$ cat config.mk
export PLATFORM = sky130hd
export DESIGN_NAME = read_d_fetch_arbiter_flat
export DESIGN_NICKNAME = d
export VERILOG_FILES = /design/src/rtl/read_d_fetch_arbiter_pkg.sv /design/src/rtl/read_d_fetch_arbiter_if.sv /design/src/rtl/read_d_fetch_arbiter_rr_arbiter.sv /design/src/rtl/read_d_fetch_arbiter.sv /design/src/flat_wrapper.sv
export SDC_FILE = /design/constraint.sdc
export NUM_CORES = 1
export LEC_CHECK = 0
export CORE_MARGIN = 2
export CORE_UTILIZATION = 41
export DETAILED_ROUTE_END_ITERATION = 12
export PLACE_DENSITY = 0.79
export REMOVE_ABC_BUFFERS = 1
export SLEW_MARGIN = 20
export SYNTH_ARGS = -nofsm -noshare
export SYNTH_HDL_FRONTEND = slang
export SYNTH_HIERARCHICAL = 1
export SYNTH_SLANG_ARGS = --single-unit
$ cat constraint.sdc
create_clock -name clk -period 3.6 [get_ports clk]
set_input_delay 0.72 -clock clk [delete_from_list [all_inputs] [get_ports clk]]
set_output_delay 0.72 -clock clk [all_outputs]
set_load 0.02 [all_outputs]
$ cat src/rtl/read_d_fetch_arbiter_pkg.sv
// Shared constants and encodings for the read/D(i) ROM fetch arbiter.
package read_d_fetch_arbiter_pkg;

    localparam int unsigned READ_W = 2;
    localparam int unsigned D_W    = 8;
    localparam int unsigned ADDR_W = 8;

    // Read index -1 is encoded as all-ones and never touches real ROM data.
    localparam logic [ADDR_W-1:0] ADDR_NEG1 = 8'hff;

    typedef enum logic [READ_W-1:0] {
        SYM_A = 2'b00,
        SYM_C = 2'b01,
        SYM_G = 2'b10,
        SYM_T = 2'b11
    } sym_e;

endpackage

$ cat src/rtl/read_d_fetch_arbiter_if.sv
// Engine request/response bus plus the ROM pins owned by the arbiter.
interface read_d_fetch_arbiter_if
    import read_d_fetch_arbiter_pkg::*;
#(
    parameter int unsigned N_REQ = 4
);

    logic [N_REQ-1:0]        req_valid;
    logic [N_REQ*ADDR_W-1:0] req_addr;
    logic [N_REQ-1:0]        req_ready;
    logic [N_REQ-1:0]        rsp_valid;
    logic [READ_W-1:0]       rsp_read;
    logic [D_W-1:0]          rsp_d;
    logic                    rsp_oob;
    logic                    rom_ce;
    logic [ADDR_W-1:0]       rom_addr;
    logic [D_W-1:0]          rom_d_i;
    logic [READ_W-1:0]       rom_read_i;

    // Engines and the ROM side.
    modport master (
        output req_valid, req_addr, rom_d_i, rom_read_i,
        input  req_ready, rsp_valid, rsp_read, rsp_d, rsp_oob, rom_ce, rom_addr
    );

    // The arbiter.
    modport slave (
        input  req_valid, req_addr, rom_d_i, rom_read_i,
        output req_ready, rsp_valid, rsp_read, rsp_d, rsp_oob, rom_ce, rom_addr
    );

endinterface

$ cat src/rtl/read_d_fetch_arbiter_rr_arbiter.sv
// N-way round-robin picker: one-hot grant to the first eligible index at or after ptr.
module rr_arbiter #(
    parameter int unsigned N     = 4,
    parameter int unsigned PTR_W = 2
) (
    input  logic [N-1:0]     eligible,
    input  logic [PTR_W-1:0] ptr,
    output logic [N-1:0]     grant
);

    int unsigned idx;
    logic        found;

    // Scan ptr, ptr+1, ... with wrap; the first eligible index wins.
    always_comb begin
        grant = '0;
        found = 1'b0;
        idx   = 0;
        for (int unsigned i = 0; i < N; i++) begin
            idx = (32'(ptr) + i) % N;
            if (!found && eligible[idx]) begin
                grant[idx] = 1'b1;
                found      = 1'b1;
            end
        end
    end

endmodule

$ cat src/rtl/read_d_fetch_arbiter.sv
// Round-robin sharing of the read/D(i) ROM among search engines, 2-stage pipeline.
module read_d_fetch_arbiter
    import read_d_fetch_arbiter_pkg::*;
#(
    parameter int unsigned       N_REQ     = 4,
    parameter int unsigned       ID_W      = 2,
    parameter logic [ADDR_W-1:0] ADDR_NEG1 = 8'hff
) (
    input  logic                        clk,
    input  logic                        rst_n,
    input  logic                        flush,
    read_d_fetch_arbiter_if.slave       bus
);

    logic [N_REQ-1:0]  busy_q, busy_d;
    logic [ID_W-1:0]   rr_ptr_q, rr_ptr_d;
    logic              s1_valid_q, s1_valid_d;
    logic [ID_W-1:0]   s1_id_q, s1_id_d;
    logic [ADDR_W-1:0] s1_addr_q, s1_addr_d;
    logic [N_REQ-1:0]  rsp_valid_q, rsp_valid_d;
    logic [READ_W-1:0] rsp_read_q, rsp_read_d;
    logic [D_W-1:0]    rsp_d_q, rsp_d_d;
    logic              rsp_oob_q, rsp_oob_d;

    logic [N_REQ-1:0]  eligible;
    logic [N_REQ-1:0]  grant;
    logic [ID_W-1:0]   gnt_id;
    logic [ADDR_W-1:0] gnt_addr;
    logic              s1_oob;

    assign eligible = bus.req_valid & ~busy_q & {N_REQ{~flush}};

    rr_arbiter #(
        .N     (N_REQ),
        .PTR_W (ID_W)
    ) u_rr (
        .eligible (eligible),
        .ptr      (rr_ptr_q),
        .grant    (grant)
    );

    // Encode the one-hot grant into an id and select that engine's address.
    always_comb begin
        gnt_id   = '0;
        gnt_addr = '0;
        for (int unsigned k = 0; k < N_REQ; k++) begin
            if (grant[k]) begin
                gnt_id   = ID_W'(k);
                gnt_addr = bus.req_addr[ADDR_W*k +: ADDR_W];
            end
        end
    end

    assign s1_oob = (s1_addr_q == ADDR_NEG1);

    // Next-state for pointer, busy tracking, stage 1 and the response registers.
    always_comb begin
        rr_ptr_d    = rr_ptr_q;
        busy_d      = busy_q;
        s1_valid_d  = |grant;
        s1_id_d     = gnt_id;
        s1_addr_d   = gnt_addr;
        rsp_valid_d = '0;
        rsp_read_d  = '0;
        rsp_d_d     = '0;
        rsp_oob_d   = 1'b0;

        if (|grant) begin
            rr_ptr_d = (gnt_id == ID_W'(N_REQ - 1)) ? '0 : gnt_id + 1'b1;
        end

        if (flush) begin
            busy_d = '0;
        end else begin
            // Grant and retire never hit the same engine: a busy engine is not eligible.
            busy_d = busy_q | grant;
            if (s1_valid_q) begin
                busy_d[s1_id_q]      = 1'b0;
                rsp_valid_d[s1_id_q] = 1'b1;
                rsp_oob_d            = s1_oob;
                rsp_read_d           = s1_oob ? '0 : bus.rom_read_i;
                rsp_d_d              = s1_oob ? '0 : bus.rom_d_i;
            end
        end
    end

    // State registers with asynchronous active-low reset.
    always_ff @(posedge clk or negedge rst_n) begin
        if (!rst_n) begin
            rr_ptr_q    <= '0;
            busy_q      <= '0;
            s1_valid_q  <= 1'b0;
            s1_id_q     <= '0;
            s1_addr_q   <= '0;
            rsp_valid_q <= '0;
            rsp_read_q  <= '0;
            rsp_d_q     <= '0;
            rsp_oob_q   <= 1'b0;
        end else begin
            rr_ptr_q    <= rr_ptr_d;
            busy_q      <= busy_d;
            s1_valid_q  <= s1_valid_d;
            s1_id_q     <= s1_id_d;
            s1_addr_q   <= s1_addr_d;
            rsp_valid_q <= rsp_valid_d;
            rsp_read_q  <= rsp_read_d;
            rsp_d_q     <= rsp_d_d;
            rsp_oob_q   <= rsp_oob_d;
        end
    end

    assign bus.req_ready = grant;
    assign bus.rom_ce    = s1_valid_q;
    assign bus.rom_addr  = s1_valid_q ? s1_addr_q : '0;
    assign bus.rsp_valid = rsp_valid_q;
    assign bus.rsp_read  = rsp_read_q;
    assign bus.rsp_d     = rsp_d_q;
    assign bus.rsp_oob   = rsp_oob_q;

endmodule

$ cat src/flat_wrapper.sv
// flat-port wrapper written by rule: the top's interface ports become plain ports
module read_d_fetch_arbiter_flat import read_d_fetch_arbiter_pkg::*;
#(
    parameter int unsigned       N_REQ     = 4,
    parameter int unsigned       ID_W      = 2,
    parameter logic [ADDR_W-1:0] ADDR_NEG1 = 8'hff
)
  (clk, rst_n, flush, bus_req_valid, bus_req_addr, bus_rom_d_i, bus_rom_read_i, bus_req_ready, bus_rsp_valid, bus_rsp_read, bus_rsp_d, bus_rsp_oob, bus_rom_ce, bus_rom_addr);
  read_d_fetch_arbiter_if #(.N_REQ(N_REQ)) bus_i ();
  input  logic clk;
  input  logic rst_n;
  input  logic flush;
  input wire logic [$bits(bus_i.req_valid)-1:0] bus_req_valid;
  input wire logic [$bits(bus_i.req_addr)-1:0] bus_req_addr;
  input wire logic [$bits(bus_i.rom_d_i)-1:0] bus_rom_d_i;
  input wire logic [$bits(bus_i.rom_read_i)-1:0] bus_rom_read_i;
  output wire logic [$bits(bus_i.req_ready)-1:0] bus_req_ready;
  output wire logic [$bits(bus_i.rsp_valid)-1:0] bus_rsp_valid;
  output wire logic [$bits(bus_i.rsp_read)-1:0] bus_rsp_read;
  output wire logic [$bits(bus_i.rsp_d)-1:0] bus_rsp_d;
  output wire logic [$bits(bus_i.rsp_oob)-1:0] bus_rsp_oob;
  output wire logic [$bits(bus_i.rom_ce)-1:0] bus_rom_ce;
  output wire logic [$bits(bus_i.rom_addr)-1:0] bus_rom_addr;
  assign bus_i.req_valid = bus_req_valid;
  assign bus_i.req_addr = bus_req_addr;
  assign bus_i.rom_d_i = bus_rom_d_i;
  assign bus_i.rom_read_i = bus_rom_read_i;
  assign bus_req_ready = bus_i.req_ready;
  assign bus_rsp_valid = bus_i.rsp_valid;
  assign bus_rsp_read = bus_i.rsp_read;
  assign bus_rsp_d = bus_i.rsp_d;
  assign bus_rsp_oob = bus_i.rsp_oob;
  assign bus_rom_ce = bus_i.rom_ce;
  assign bus_rom_addr = bus_i.rom_addr;
  read_d_fetch_arbiter #(.N_REQ(N_REQ), .ID_W(ID_W), .ADDR_NEG1(ADDR_NEG1)) u_core (.clk(clk), .rst_n(rst_n), .flush(flush), .bus(bus_i));
endmodule
## Word level (Yosys, flattened, before mapping)

Cells that the tools add are included.

- Input bits: 49
- Output and inout bits: 28
- Register bits: 32
- Word-level logic and storage cells: 93

- Bitwise gates (word level): 10
- Mux-type cells: 46
- Reductions and logical operators: 12
- $lt $le $gt $ge: 10
- Equal/unequal tests: 2
- Add/subtract/negate cells: 4

Operators with widths:

| kind | count |
|---|---|
| 8-bit 2-to-1 mux | 8 |
| 4-bit 2-to-1 mux | 8 |
| 4-bit bitwise OR | 4 |
| 2-bit by 3-bit less-than comparator with 1-bit output (second input constant) | 5 |
| 1-bit 2-to-1 mux | 15 |
| 4-bit AND | 3 |
| 2-bit 2-to-1 mux | 6 |
| 1-bit demux with 2-bit select | 5 |
| 2-bit by 1-bit >= comparator with 1-bit output (second input constant) | 5 |
| 1-bit binary-select mux with 2-bit select | 4 |
| 8-bit == test (second input constant) | 1 |
| 1-bit logical AND | 8 |
| 4-bit NOT | 2 |
| 2-bit by 1-bit adder with 2-bit output (second input constant) | 2 |
| 2-bit adder (second input constant) | 2 |
| 4-bit OR reduction | 1 |
| 1-bit logical NOT | 3 |
| 2-bit == test (second input constant) | 1 |
| 1-bit NOT | 1 |

## Depth between registers and ports, before layout

Gate-level depths: netlist of run 1.

- Word-level depth: 20
- Gate-level depth with buffers: 14
- Gate-level depth less buffers: 12

## Cells and area by module

Netlist of run 1, hierarchy kept.

Modules (own cells, without submodules):

| module | cells an instance | times used | area each (sq um) |
|---|---|---|---|
| read_d_fetch_arbiter | 124 | 1 | 1372.6 |
| rr_arbiter | 36 | 1 | 337.8 |

## Least setup slack after synthesis of run 1

No wires, ideal clock.

- Kind: input to register
- Start point: input port flush
- End point: register u_core.rr_ptr_q[0]
- Arrival: 3.555 ns
- Cell stages on the path: 14
- Slack: -0.057 ns
- Required time: 3.498 ns
- Cells stage by stage: clkbuf_1 -> nor3b_1 -> mux4_2 -> buf_6 -> nor2_1 -> nand2_1 -> o211ai_1 -> nor2b_1 -> clkbuf_1 -> or2_2 -> ha_1 -> nor2b_1 -> a21oi_1 -> o32ai_1

- Elaborated cells on any way between the ends: 33
- Classes of those cells: add/sub: 1; eq/ne: 1; mux: 19; bitwise: 5; reduce/logical: 7

RTL lines:

| element | line | text |
|---|---|---|
| start: declaration | flat_wrapper.sv:12 | `input logic flush;` |
| 1-bit NOT (*) | read_d_fetch_arbiter.sv:31 | `assign eligible = bus.req_valid & ~busy_q & {N_REQ{~flush}};` |
| 4-bit AND (*) | read_d_fetch_arbiter.sv:31 |  |
| net u_core.eligible[3] | read_d_fetch_arbiter.sv:25 | `logic [N_REQ-1:0] eligible;` |
| 1-bit binary-select mux with 2-bit select | read_d_fetch_arbiter_rr_arbiter.sv:21 | `if (!found && eligible[idx]) begin` |
| 1-bit 2-to-1 mux (implied by the code) | read_d_fetch_arbiter_rr_arbiter.sv:21 |  |
| 1-bit 2-to-1 mux | read_d_fetch_arbiter_rr_arbiter.sv:21 |  |
| 1-bit logical NOT | read_d_fetch_arbiter_rr_arbiter.sv:21 |  |
| 1-bit logical AND | read_d_fetch_arbiter_rr_arbiter.sv:21 |  |
| [... 4 more ...] | - |  |
| 1-bit logical NOT | read_d_fetch_arbiter_rr_arbiter.sv:21 |  |
| 1-bit logical AND | read_d_fetch_arbiter_rr_arbiter.sv:21 |  |
| 4-bit 2-to-1 mux (*) | read_d_fetch_arbiter_rr_arbiter.sv:21 |  |
| net bus_req_ready[2] | flat_wrapper.sv:17 | `output wire logic [$bits(bus_i.req_ready)-1:0] bus_req_ready;` |
| 2-bit 2-to-1 mux (*) (2 in a row) | read_d_fetch_arbiter.sv:47 | `if (grant[k]) begin` |
| net u_core.gnt_id[0] | read_d_fetch_arbiter.sv:27 | `logic [ID_W-1:0] gnt_id;` |
| 2-bit by 1-bit adder with 2-bit output / 2-bit == test (equally long branches) | read_d_fetch_arbiter.sv:69 | `rr_ptr_d = (gnt_id == ID_W'(N_REQ - 1)) ? '0 : gnt_id + 1'b1;` |
| 2-bit 2-to-1 mux (*) | read_d_fetch_arbiter.sv:69 |  |
| end signal: assignment | read_d_fetch_arbiter.sv:100 | `rr_ptr_q <= rr_ptr_d;` |
| end: declaration | read_d_fetch_arbiter.sv:16 | `logic [ID_W-1:0] rr_ptr_q, rr_ptr_d;` |

Mark *: on every way through the listed nets, which the timed path passes. The rest lies on a longest branch. The select of a mux whose other input is x is not followed.
A chain may end at the register's enable or synchronous reset.

## Final worst setup path of run 1

- Start point: input port bus_req_valid[0]
- End point: output port bus_req_ready[1]

- Word-level cells in the longest chain between the ends: 14
- Elaborated cells on any way between the ends: 26
- Classes of those cells: mux: 15; bitwise: 5; reduce/logical: 6

Ends and longest elaborated chain:

| element | line | text |
|---|---|---|
| start: declaration | flat_wrapper.sv:13 | `input wire logic [$bits(bus_i.req_valid)-1:0] bus_req_valid;` |
| 4-bit AND (*) (2 in a row) | read_d_fetch_arbiter.sv:31 |  |
| net u_core.eligible[0] | read_d_fetch_arbiter.sv:25 |  |
| 1-bit binary-select mux with 2-bit select | read_d_fetch_arbiter_rr_arbiter.sv:21 |  |
| 1-bit 2-to-1 mux (implied by the code) | read_d_fetch_arbiter_rr_arbiter.sv:21 |  |
| 1-bit 2-to-1 mux | read_d_fetch_arbiter_rr_arbiter.sv:21 |  |
| 1-bit logical NOT | read_d_fetch_arbiter_rr_arbiter.sv:21 |  |
| 1-bit logical AND | read_d_fetch_arbiter_rr_arbiter.sv:21 |  |
| 1-bit 2-to-1 mux | read_d_fetch_arbiter_rr_arbiter.sv:21 |  |
| 1-bit logical NOT | read_d_fetch_arbiter_rr_arbiter.sv:21 |  |
| 1-bit logical AND | read_d_fetch_arbiter_rr_arbiter.sv:21 |  |
| 1-bit 2-to-1 mux | read_d_fetch_arbiter_rr_arbiter.sv:21 |  |
| 1-bit logical NOT | read_d_fetch_arbiter_rr_arbiter.sv:21 |  |
| 1-bit logical AND | read_d_fetch_arbiter_rr_arbiter.sv:21 |  |
| 4-bit 2-to-1 mux (*) | read_d_fetch_arbiter_rr_arbiter.sv:21 |  |
| end: declaration | flat_wrapper.sv:17 |  |

Marks and branches as above.

==> run_results.csv, run 1 <==
group,metric,value,unit
clock_network,postCtsHoldBufs,0,
place,dp_slack,-350,ps
synth,synth.distinct_cells,28,
worst_setup_path,cp_max_fo,4,
clock_network,clock-sinks,32,
sta,relSlewSlack,63.6,%
pwr,switching_share,40.9,%
die,die_x,68.6,um
sta,finalSetupViolations,0,
die,dieArea,0.00470,mm^2
layout,nNetsFinal,305,
layout,area_delta_synth_final,57.8,%
pwr,vdd_drop_max,0.000496,V
layout,design_area,0.00270,mm^2
global_route,first_global_vias,1430,
drt,detail-route-antenna-nets,0,
drt,drt_iter0_markers,54,
global_route,grt.overflow.total,0,
place,place.gp.congestion,0.738,
pwr,p_leak,1.15,nW
flow_run,cap_violations,0,
die,ios,77,
sta,tightest_slew,547,ps
clock_network,cts-htree-levels,2,
die,fp.dieH,68.6,um
sta,hold_viol_final,0,
drt,viasPerCell,5.10,
place,detailed_place_hpwl,3.28,mm
pwr,p_switching,968,uW
pwr,p_total,2.37,mW
layout,diodes,0,
die,start_util,42.8,%
global_route,antenna_found_initial,0,
worst_setup_path,worst_setup_path_start_kind,"primary input",
drt,dr.pass1.iters,4,
pwr,comb_power_share,64.2,%
place,dp.cells,289,
sta,period_share,97.0,%
layout,multi_input_area,865,um^2
sta,tns,0,ps
sta,finalWorstSetupSlack,109,ps
layout,layout.cells.non_filler,300,
pwr,seqPwrFrac,24.2,%
drt,drc,0,
drt,routedWlPerCell,14.5,um
clock_network,cts_tree,"done",
synth,synthesis.area,0.00171,mm^2
clock_network,clk_pin_slew,60,ps
place,port_buffers,76,
pwr,p_clk_share,11.5,%
place,dpl-instance-area,0.00257,mm^2
clock_network,clk_latency,280,ps
pwr,p_int,1.40,mW
worst_setup_path,critical_path_required,2880,ps
synth,synthCells,160,
synth,yosys_register_bits,32,
worst_setup_path,criticalPathCategory,"primary input to output port",
pwr,powerDensity,877,mW/mm^2
global_route,track_usage,19.9,%
sta,timing.fmax,286,MHz
synth,avgSynthCellArea,10.7,um^2
sta,maxSlewViolCount,0,
die,row_count,23,
sta,timing.final.crit_period,3490,ps
worst_setup_path,critPathCaptureType,"output port",
worst_setup_path,worstPathArrival,2770,ps
synth,ys_warn_count,6,
status,status,"complete, no violations",
drt,wirelength,4.36,mm
layout,layout_common_cells,"clkdlybuf4s50_1, dfrtp_1, and2_1, nand2_1, buf_4",
synth,ys_seq_area_share,46.8,%
clock_network,numCtsBuffers,5,
layout,post-route-util,67.5,%
clock_network,cts_root_buf,"clkbuf_8",
sta,whs,520,ps
layout,fill_cells,318,
clock_network,max-clock-path-buffers,2,
global_route,grt_max_degree,33,
global_route,grt_pass1_wl,6.79,mm
min_path,hold_class,"flip-flop to flip-flop",
layout,drive_above_1_share,14.4,%
drt,num_vias,1529,
sta,skew,5.34,ps
layout,area.sequential,801,um^2
die,core_area,0.00400,mm^2
layout,final_common_cell,"clkdlybuf4s50_1",
==> worst max-delay path, cell delays in order <==
cell and delay (ps):
clkdlybuf4s50_1 410, nor3b_2 170, mux4_1 580, nor4b_4 350
nand2_1 90, o211ai_1 140, clkdlybuf4s15_2 300
==> cells by family after synthesis <==
family / after synthesis / synth area share [%]
buffers and inverters: 15 / 3.73
AOI/OAI and AO/OA: 35 / 14.6
and+or+nand+nor: 66 / 23.2
muxes: 5 / 6.58
adders and majority gates: 7 / 5.12
DFF: 32 / 46.8
==> power by group through the flow <==
stage / Sequential [mW] / Clock (mW) / Combinational [mW]
6_report: 0.573 / 0.273 / 1.52
5_1_grt: 0.594 / 0.290 / 1.68
4_1_cts: 0.572 / 0.280 / 1.47
3_5_place_dp: 0.578 / 0 / 1.48
3_3_place_gp: 0.572 / 0 / 1.45
2_1_floorplan: 0.603 / 0 / 0.867
==> per-layer routing <==
metal	vias to the layer above	GRT usage [%]	routed length [um]
li1	746	-	-
met1	723	24.6	1710
met2	53	35.0	2390
met3	7	3.90	186
met4	0	6.00	76
met5	-	0	0
==> sequential cells by signal, summed over array words and instances, names as in the netlist <==
signal / flops
u_core/bus.rom_ce: 1
u_core/bus.rsp_d: 8
u_core/bus.rsp_oob: 1
u_core/bus.rsp_read: 2
u_core/bus.rsp_valid: 4
u_core/s1_id_q: 2
u_core/rr_ptr_q: 2
u_core/busy_q: 4
u_core/s1_addr_q: 8
==> timing repair <==
action                                  4_1_cts  5_1_grt
pin swaps                                     0        1
endpoints found under the setup margin        4       14
resized for setup                            10        8
setup buffers                                 0        3
==> worst paths after layout <==
check,cells past startpoint,slack (ps),endpoint,from
worst min-delay path,1,520,u_core/bus.rsp_valid[1],u_core/s1_id_q[1]
worst min register to register,1,520,u_core/bus.rsp_valid[1],u_core/s1_id_q[1]
worst max-delay path,7,110,bus_req_ready[1],bus_req_valid[0]
min in group asynchronous,2,830,u_core/bus.rsp_d[7],rst_n
worst max register to register,11,410,u_core/rr_ptr_q[1],u_core/rr_ptr_q[1]
max in group asynchronous,2,2490,u_core/rr_ptr_q[0],rst_n
==> Yosys cell counts <==
library cell	number	share of area [%]
dfrtp_1	32	47
and2_1	18	6.6
nand2_1	14	3.1
nor2b_1	10	3.7
a221oi_1	8	4.1
inv_1	8	1.8
o21ai_0	8	2.3
ha_1	7	5.1
nor2_1	7	1.5
a21oi_1	6	1.8
clkbuf_1	6	1.3
a21o_2	4	2.0
a311oi_1	4	2.0
nor3_1	4	1.2
nor3b_1	4	1.8
o211ai_1	4	1.8
and4_1	2	1.0
mux4_1	2	3.1
mux4_2	2	2.6
nand2b_1	2	0.73
buf_6	1	0.66
mux2_4	1	0.88
nor4b_2	1	0.88
nor4b_4	1	1.4
o32ai_1	1	0.51
or2_1	1	0.37
or2_2	1	0.37
or3_4	1	0.66
==> layout make-up <==
type | count | share of cell area (%)
multi-input cells | 113 | 32.0
repair buffers | 89 | 31.5
flip-flops and latches | 32 | 29.7
clock buffers | 8 | 3.34
well taps | 50 | 2.32
inverters | 8 | 1.11
Power figures use the tool's default switching activity.
==> run 2: changes to the inputs <==
--- a/config.mk
+++ b/config.mk
@@ -5,12 +5,13 @@
 export SDC_FILE = /design/constraint.sdc
 export NUM_CORES = 1
 export LEC_CHECK = 0
+export ABC_CLOCK_PERIOD_IN_PS = 3600
 export CORE_MARGIN = 2
 export CORE_UTILIZATION = 41
 export DETAILED_ROUTE_END_ITERATION = 12
 export PLACE_DENSITY = 0.79
 export REMOVE_ABC_BUFFERS = 1
-export SLEW_MARGIN = 20
+export SLEW_MARGIN = 5
 export SYNTH_ARGS = -nofsm -noshare
 export SYNTH_HDL_FRONTEND = slang
 export SYNTH_HIERARCHICAL = 1
==> results of run 2 <==
Same layout as run 1: the final DEF is identical, and so are final timing and power.
